**config.mk**
```make
export PLATFORM = sky130hd
export DESIGN_NAME = hit_detector_flat
export DESIGN_NICKNAME = d
export VERILOG_FILES = /design/src/rtl/hit_detector_if.sv /design/src/rtl/hit_detector.sv /design/src/flat_wrapper.sv
export SDC_FILE = /design/constraint.sdc
export NUM_CORES = 1
export LEC_CHECK = 0
export CAP_MARGIN = 10
export CORE_ASPECT_RATIO = 0.6
export CORE_UTILIZATION = 47
export DETAILED_ROUTE_END_ITERATION = 6
export PLACE_DENSITY = 0.73
export SKIP_LAST_GASP = 1
export SYNTH_ARGS = -nofsm -noshare
export SYNTH_HDL_FRONTEND = slang
export SYNTH_SLANG_ARGS = --single-unit
```
**constraint.sdc**
```tcl
create_clock -name clk -period 2.2 [get_ports clk]
set_clock_uncertainty 0.15 [all_clocks]
set_input_delay 0.44 -clock clk [delete_from_list [all_inputs] [get_ports clk]]
set_output_delay 0.44 -clock clk [all_outputs]
set_load 0.01 [all_outputs]
```
**src/rtl/hit_detector_if.sv**
```systemverilog
// hit_detector_if: pixel position, sprite flags and game-over level going
// into the hit detector, plus the damage/invulnerability/blink/hit-count
// results coming back out.
//   master : drives the pixel/sprite/game-over side, reads the results
//   slave  : the hit detector itself
interface hit_detector_if;
  logic [10:0] hcount_in;
  logic [9:0]  vcount_in;
  logic        player_in_sprite;
  logic        hazard_in_sprite;
  logic        game_over_in;
  logic        damage_out;
  logic        invuln_out;
  logic        player_visible_out;
  logic [2:0]  hit_count_out;

  modport master (
    output hcount_in, vcount_in, player_in_sprite, hazard_in_sprite, game_over_in,
    input  damage_out, invuln_out, player_visible_out, hit_count_out
  );

  modport slave (
    input  hcount_in, vcount_in, player_in_sprite, hazard_in_sprite, game_over_in,
    output damage_out, invuln_out, player_visible_out, hit_count_out
  );
endinterface

```
**src/rtl/hit_detector.sv**
```systemverilog
// hit_detector: latches player/hazard sprite overlap inside the active area,
// emits one damage pulse at the end of the frame that saw it, then holds an
// invulnerability window (with player blinking) for a fixed number of frames.
// Freezes in DEAD once game over is signalled, until reset.
// Ports:
//   clk  - pixel clock
//   rst  - synchronous active-high reset
//   bus  - hit_detector_if.slave: hcount/vcount, sprite flags, game_over_in
//          in; damage_out, invuln_out, player_visible_out, hit_count_out out
//
// state    | meaning
// ---------+-------------------------------------------------------------
// ARMED    | watching for overlap; latched hit fires at frame boundary
// PULSE    | damage_out high for PULSE_CYCLES clocks
// COOLDOWN | invulnerable for INVULN_FRAMES frames, player blinks
// DEAD     | game over; outputs frozen until reset
module hit_detector #(
  parameter int ACTIVE_H      = 1280,
  parameter int ACTIVE_V      = 720,
  parameter int PULSE_CYCLES  = 4,
  parameter int INVULN_FRAMES = 60,
  parameter int BLINK_FRAMES  = 8
) (
  input logic           clk,
  input logic           rst,
  hit_detector_if.slave bus
);

  typedef enum logic [1:0] {
    S_ARMED,
    S_PULSE,
    S_COOLDOWN,
    S_DEAD
  } state_t;

  localparam logic [10:0] H_LIM      = 11'(ACTIVE_H);
  localparam logic [9:0]  V_LIM      = 10'(ACTIVE_V);
  localparam logic [7:0]  PULSE_LD   = 8'(PULSE_CYCLES);
  localparam logic [7:0]  INVULN_LD  = 8'(INVULN_FRAMES);
  localparam logic [7:0]  BLINK_LAST = 8'(BLINK_FRAMES - 1);

  state_t     state, state_n;
  logic [7:0] pulse_cnt, pulse_cnt_n;
  logic [7:0] frame_cnt, frame_cnt_n;
  logic [7:0] blink_cnt, blink_cnt_n;
  logic       hit_latched, hit_latched_n;
  logic       visible, visible_n;
  logic [2:0] hit_count, hit_count_n;
  logic       damage, invuln;
  logic       damage_n, invuln_n;

  logic fb;
  logic overlap;

  // The frame boundary sits at vcount == ACTIVE_V, which is outside the
  // active area, so fb and overlap are mutually exclusive by construction.
  assign fb      = (bus.hcount_in == 11'd0) && (bus.vcount_in == V_LIM);
  assign overlap = bus.player_in_sprite && bus.hazard_in_sprite &&
                   (bus.hcount_in < H_LIM) && (bus.vcount_in < V_LIM);

  always_comb begin
    state_n       = state;
    pulse_cnt_n   = pulse_cnt;
    frame_cnt_n   = frame_cnt;
    blink_cnt_n   = blink_cnt;
    hit_latched_n = hit_latched;
    visible_n     = visible;
    hit_count_n   = hit_count;

    if (bus.game_over_in) begin
      // Wins over a hit pending at the same boundary: that hit is dropped.
      state_n       = S_DEAD;
      hit_latched_n = 1'b0;
      visible_n     = 1'b1;
    end else begin
      case (state)
        S_ARMED: begin
          if (fb) begin
            if (hit_latched) begin
              state_n       = S_PULSE;
              pulse_cnt_n   = PULSE_LD;
              hit_latched_n = 1'b0;
              if (hit_count != 3'd7) hit_count_n = hit_count + 3'd1;
            end
          end else if (overlap) begin
            hit_latched_n = 1'b1;
          end
        end
        S_PULSE: begin
          if (pulse_cnt <= 8'd1) begin
            pulse_cnt_n = 8'd0;
            state_n     = S_COOLDOWN;
            frame_cnt_n = INVULN_LD;
            blink_cnt_n = 8'd0;
            visible_n   = 1'b0;
          end else begin
            pulse_cnt_n = pulse_cnt - 8'd1;
          end
        end
        S_COOLDOWN: begin
          hit_latched_n = 1'b0;
          if (fb) begin
            frame_cnt_n = frame_cnt - 8'd1;
            if (blink_cnt >= BLINK_LAST) begin
              blink_cnt_n = 8'd0;
              visible_n   = ~visible;
            end else begin
              blink_cnt_n = blink_cnt + 8'd1;
            end
            if (frame_cnt <= 8'd1) begin
              frame_cnt_n = 8'd0;
              state_n     = S_ARMED;
              visible_n   = 1'b1;
            end
          end
        end
        S_DEAD: begin
          hit_latched_n = 1'b0;
          visible_n     = 1'b1;
        end
        default: state_n = S_ARMED;
      endcase
    end

    // Outputs are registered copies of what the next state implies, so
    // damage/invuln line up with the state they describe.
    damage_n = (state_n == S_PULSE);
    invuln_n = (state_n == S_PULSE) || (state_n == S_COOLDOWN);
  end

  always_ff @(posedge clk) begin
    if (rst) begin
      state       <= S_ARMED;
      pulse_cnt   <= 8'd0;
      frame_cnt   <= 8'd0;
      blink_cnt   <= 8'd0;
      hit_latched <= 1'b0;
      visible     <= 1'b1;
      hit_count   <= 3'd0;
      damage      <= 1'b0;
      invuln      <= 1'b0;
    end else begin
      state       <= state_n;
      pulse_cnt   <= pulse_cnt_n;
      frame_cnt   <= frame_cnt_n;
      blink_cnt   <= blink_cnt_n;
      hit_latched <= hit_latched_n;
      visible     <= visible_n;
      hit_count   <= hit_count_n;
      damage      <= damage_n;
      invuln      <= invuln_n;
    end
  end

  assign bus.damage_out         = damage;
  assign bus.invuln_out         = invuln;
  assign bus.player_visible_out = visible;
  assign bus.hit_count_out      = hit_count;

endmodule
```
**src/flat_wrapper.sv**
```systemverilog
// flat-port wrapper written by rule: the top's interface ports become plain ports
module hit_detector_flat 
#(
  parameter int ACTIVE_H      = 1280,
  parameter int ACTIVE_V      = 720,
  parameter int PULSE_CYCLES  = 4,
  parameter int INVULN_FRAMES = 60,
  parameter int BLINK_FRAMES  = 8
)
  (clk, rst, bus_hcount_in, bus_vcount_in, bus_player_in_sprite, bus_hazard_in_sprite, bus_game_over_in, bus_damage_out, bus_invuln_out, bus_player_visible_out, bus_hit_count_out);
  hit_detector_if bus_i ();
  input logic clk;
  input logic rst;
  input wire logic [$bits(bus_i.hcount_in)-1:0] bus_hcount_in;
  input wire logic [$bits(bus_i.vcount_in)-1:0] bus_vcount_in;
  input wire logic [$bits(bus_i.player_in_sprite)-1:0] bus_player_in_sprite;
  input wire logic [$bits(bus_i.hazard_in_sprite)-1:0] bus_hazard_in_sprite;
  input wire logic [$bits(bus_i.game_over_in)-1:0] bus_game_over_in;
  output wire logic [$bits(bus_i.damage_out)-1:0] bus_damage_out;
  output wire logic [$bits(bus_i.invuln_out)-1:0] bus_invuln_out;
  output wire logic [$bits(bus_i.player_visible_out)-1:0] bus_player_visible_out;
  output wire logic [$bits(bus_i.hit_count_out)-1:0] bus_hit_count_out;
  assign bus_i.hcount_in = bus_hcount_in;
  assign bus_i.vcount_in = bus_vcount_in;
  assign bus_i.player_in_sprite = bus_player_in_sprite;
  assign bus_i.hazard_in_sprite = bus_hazard_in_sprite;
  assign bus_i.game_over_in = bus_game_over_in;
  assign bus_damage_out = bus_i.damage_out;
  assign bus_invuln_out = bus_i.invuln_out;
  assign bus_player_visible_out = bus_i.player_visible_out;
  assign bus_hit_count_out = bus_i.hit_count_out;
  hit_detector #(.ACTIVE_H(ACTIVE_H), .ACTIVE_V(ACTIVE_V), .PULSE_CYCLES(PULSE_CYCLES), .INVULN_FRAMES(INVULN_FRAMES), .BLINK_FRAMES(BLINK_FRAMES)) u_core (.clk(clk), .rst(rst), .bus(bus_i));
endmodule
```
==> impl_metrics.tcl <==
set metrics [dict create \
    status "finished, violations left" \
    violations "DRC" \
    antenna_found_initial 0 \
    post-place-cells 336 \
    cts_root_buffer "clkbuf_8" \
    wl_mm 5.369 \
    initial_core_util 0.5022 \
    ys_seq_area_frac 0.3494 \
    p_leak_uw 0.001114 \
    clk_latency_ns 0.29 \
    fin_cells 350 \
    rsz0062_at_grt "true" \
    r2r-end "u_core.frame_cnt[1]" \
    htree_levels 2 \
    clkSinkCount 33 \
    pwr-share-comb 0.173 \
    final_cell_mix "buf_4 (38), dfxtp_1 (32), nor2_1 (27)" \
    detail_route.first_pass.iterations 7 \
    synth_area_leader_cell "dfxtp_1" \
    die_area_um2 4288 \
    final_common_cell "buf_4" \
    period_share 0.9815 \
    fp.dieW_um 83.88 \
    yosysWarnings 0 \
    cp-start-kind "input pin" \
    die_h_um 51.13 \
    ir_drop_uv 318.7 \
    design_area_um2 2724 \
    r2r_cells 5 \
    hold_path.class "register to register" \
    synth_flop_cell "dfxtp_1" \
    synth_top_area_frac 0.3494 \
    grt_pass1_vias 1956 \
    finalHoldViolCount 0 \
    coreArea_um2 3765 \
    p_total_uw 1583 \
    post_drt_wl_per_cell_um 15.34 \
    cts_tree "yes" \
    p_sw_uw 388.5 \
    ys_ff_latch 33 \
    vias_per_cell 6.037 \
    numPortBuffers 31 \
    post-route-min-period_ns 2.159 \
    whs_path_depth 2 \
    postSynthCellCount 236 \
    grt_pass1_wl_mm 8.976 \
    ios 32 \
    syn_nets 270 \
    ys_async_sr_fraction 0 \
    num_rows 17 \
    min_to "u_core.blink_cnt[7]" \
    maxCapViolations 0 \
    synthTopCellsByArea "dfxtp_1 (35%), nor2_1 (5.6%), a21oi_1 (5.3%)" \
    finalMaxSlewViolations 0 \
    slew_headroom 0.5831 \
    cts_hold_buf 0 \
    path_class "input pin to register" \
    r2r_start "u_core.pulse_cnt[2]" \
    overflow 0 \
    multiInputGateArea_um2 1247 \
    nets 336 \
    tightest_slew_ns 0.6197 \
    worstHoldStart "u_core.blink_cnt[7]" \
    placed_cell_area_um2 2480 \
    power.share.clock 0.433 \
    p_int_uw 1195 \
    grt_start_max_net_pins 15 \
    drive_gt1_frac 0.2475 \
    post-place-ws_ns -0.5456 \
    grtUsageTotal 0.2691 \
    clk_path_buf_depth 2 \
    cp-end-kind "register" \
    finalSetupViolations 0 \
    nFillCells 313 \
    place_hpwl_mm 3.903 \
    seqPwrFrac 0.394 \
    cts_made_buffers 5 \
    synthDistinctLibCells 48 \
    drc 2 \
    synth_area_um2 1891 \
    syn_area_per_cell_um2 8.011 \
    seqCellArea_um2 661.9 \
    p_per_area_nw_per_um2 581.2 \
    switching_share 0.2454 \
    max_freq_mhz 463.1 \
    path_clk_slew_ns 0.07 \
    gp_congestion 0.8784 \
    required_ns 2.27 \
    area_growth_pct 44.08 \
    r2r_setup_slack_ns 0.06 \
    antennaDiodeCount 0 \
    cp.arrival_ns 2.23 \
    synth_edf_count 0 \
    fin_ws_ns 0.04072 \
    drtIter0Drc 199 \
    ant_nets 0 \
    dr_total_vias 2113 \
    whs_ns 0.2933 \
    critPathMaxFanout 3 \
]
## critical path, cell delays in order
cell	delay (ns)
clkbuf_2	0.09
or4_4	0.55
or2_4	0.29
or2_4	0.26
buf_4	0.13
buf_4	0.12
o211a_1	0.21
a31oi_1	0.14
## repair_timing
item	4_1_cts	5_1_grt
buffers inserted	4	2
setup endpoints to repair	27	18
pin swaps	10	13
resized for setup	30	13
## layout make-up
cell class | count | share of cell area
multi-input cells | 184 | 0.4580
flip-flops and latches | 33 | 0.2430
repair buffers | 70 | 0.2173
clock buffers | 5 | 0.02526
clock inverters | 3 | 0.02389
well taps | 47 | 0.02159
inverters | 8 | 0.01102
## Yosys cell counts (5+ instances only)
master,instances
nor4_1,6
ha_1,8
a21oi_1,20
nand3_1,7
nand2_1,15
o21ai_0,16
nor3_1,10
or4_1,5
nor2_1,28
a31oi_1,6
clkbuf_1,9
inv_1,8
and3_1,8
dfxtp_1,33
## cell families (layout without fill, tap and decap cells)
group,after synthesis,count (layout),share of synthesized area
xor gates and xnor gates,1,1,0.004634
adders and majority gates,8,8,0.05295
DFF,33,33,0.3494
and+or+nand+nor,113,113,0.3382
AOI/OAI and AO/OA,58,58,0.1913
muxes,4,4,0.02118
buffers and inverters,19,86,0.04235
## sequential cells by signal, indices dropped and copies added (netlist names)
name                           cells
u_core.pulse_cnt                   8
u_core.bus.hit_count_out           3
u_core.blink_cnt                   8
u_core.frame_cnt                   8
u_core.state                       2
u_core.bus.player_visible_out      1
u_core.bus.invuln_out              1
u_core.bus.damage_out              1
u_core.hit_latched                 1
## through the flow
| stage | utilization | setup TNS (ns) |
|---|---|---|
| 2_1_floorplan | - | -0.05426 |
| 3_3_place_gp | 0.6587 | -11.99 |
| 3_5_place_dp | 0.6587 | -13.17 |
| 4_1_cts | 0.7102 | 0 |
| 5_1_grt | 0.7235 | -0.04278 |
| 6_report | 0.7235 | 0 |
## layer usage
layer  vias up  wire length, um  global-route usage
met4         0               64             0.07759
met3        13              468             0.05816
met1       982             2658              0.3890
li1       1003                -                   -
met5         -                0                   0
met2       115             2178              0.4030
## power by group through the flow
stage | clock [uW] | combinational (uW) | sequential (uW)
2_1_floorplan | 0 | 128 | 635
3_3_place_gp | 0 | 255 | 636
3_5_place_dp | 0 | 258 | 635
4_1_cts | 693 | 259 | 623
5_1_grt | 714 | 296 | 625
6_report | 686 | 273 | 624
## worst max path at each step
| stage | end | slack (ns) | start |
|---|---|---|---|
| detailed placement | u_core.bus.invuln_out | -0.55 | bus_hcount_in[7] |
| floorplan | u_core.frame_cnt[6] | -0.05 | bus_hcount_in[7] |
| finish | u_core.bus.player_visible_out | 0.04 | bus_vcount_in[5] |
| global placement | u_core.bus.invuln_out | -0.54 | bus_hcount_in[7] |
| global route | u_core.pulse_cnt[4] | -0.02 | u_core.pulse_cnt[0] |
| CTS | u_core.frame_cnt[6] | 0.001 | bus_hcount_in[4] |
No activity file was read; power rests on OpenSTA's default activity.
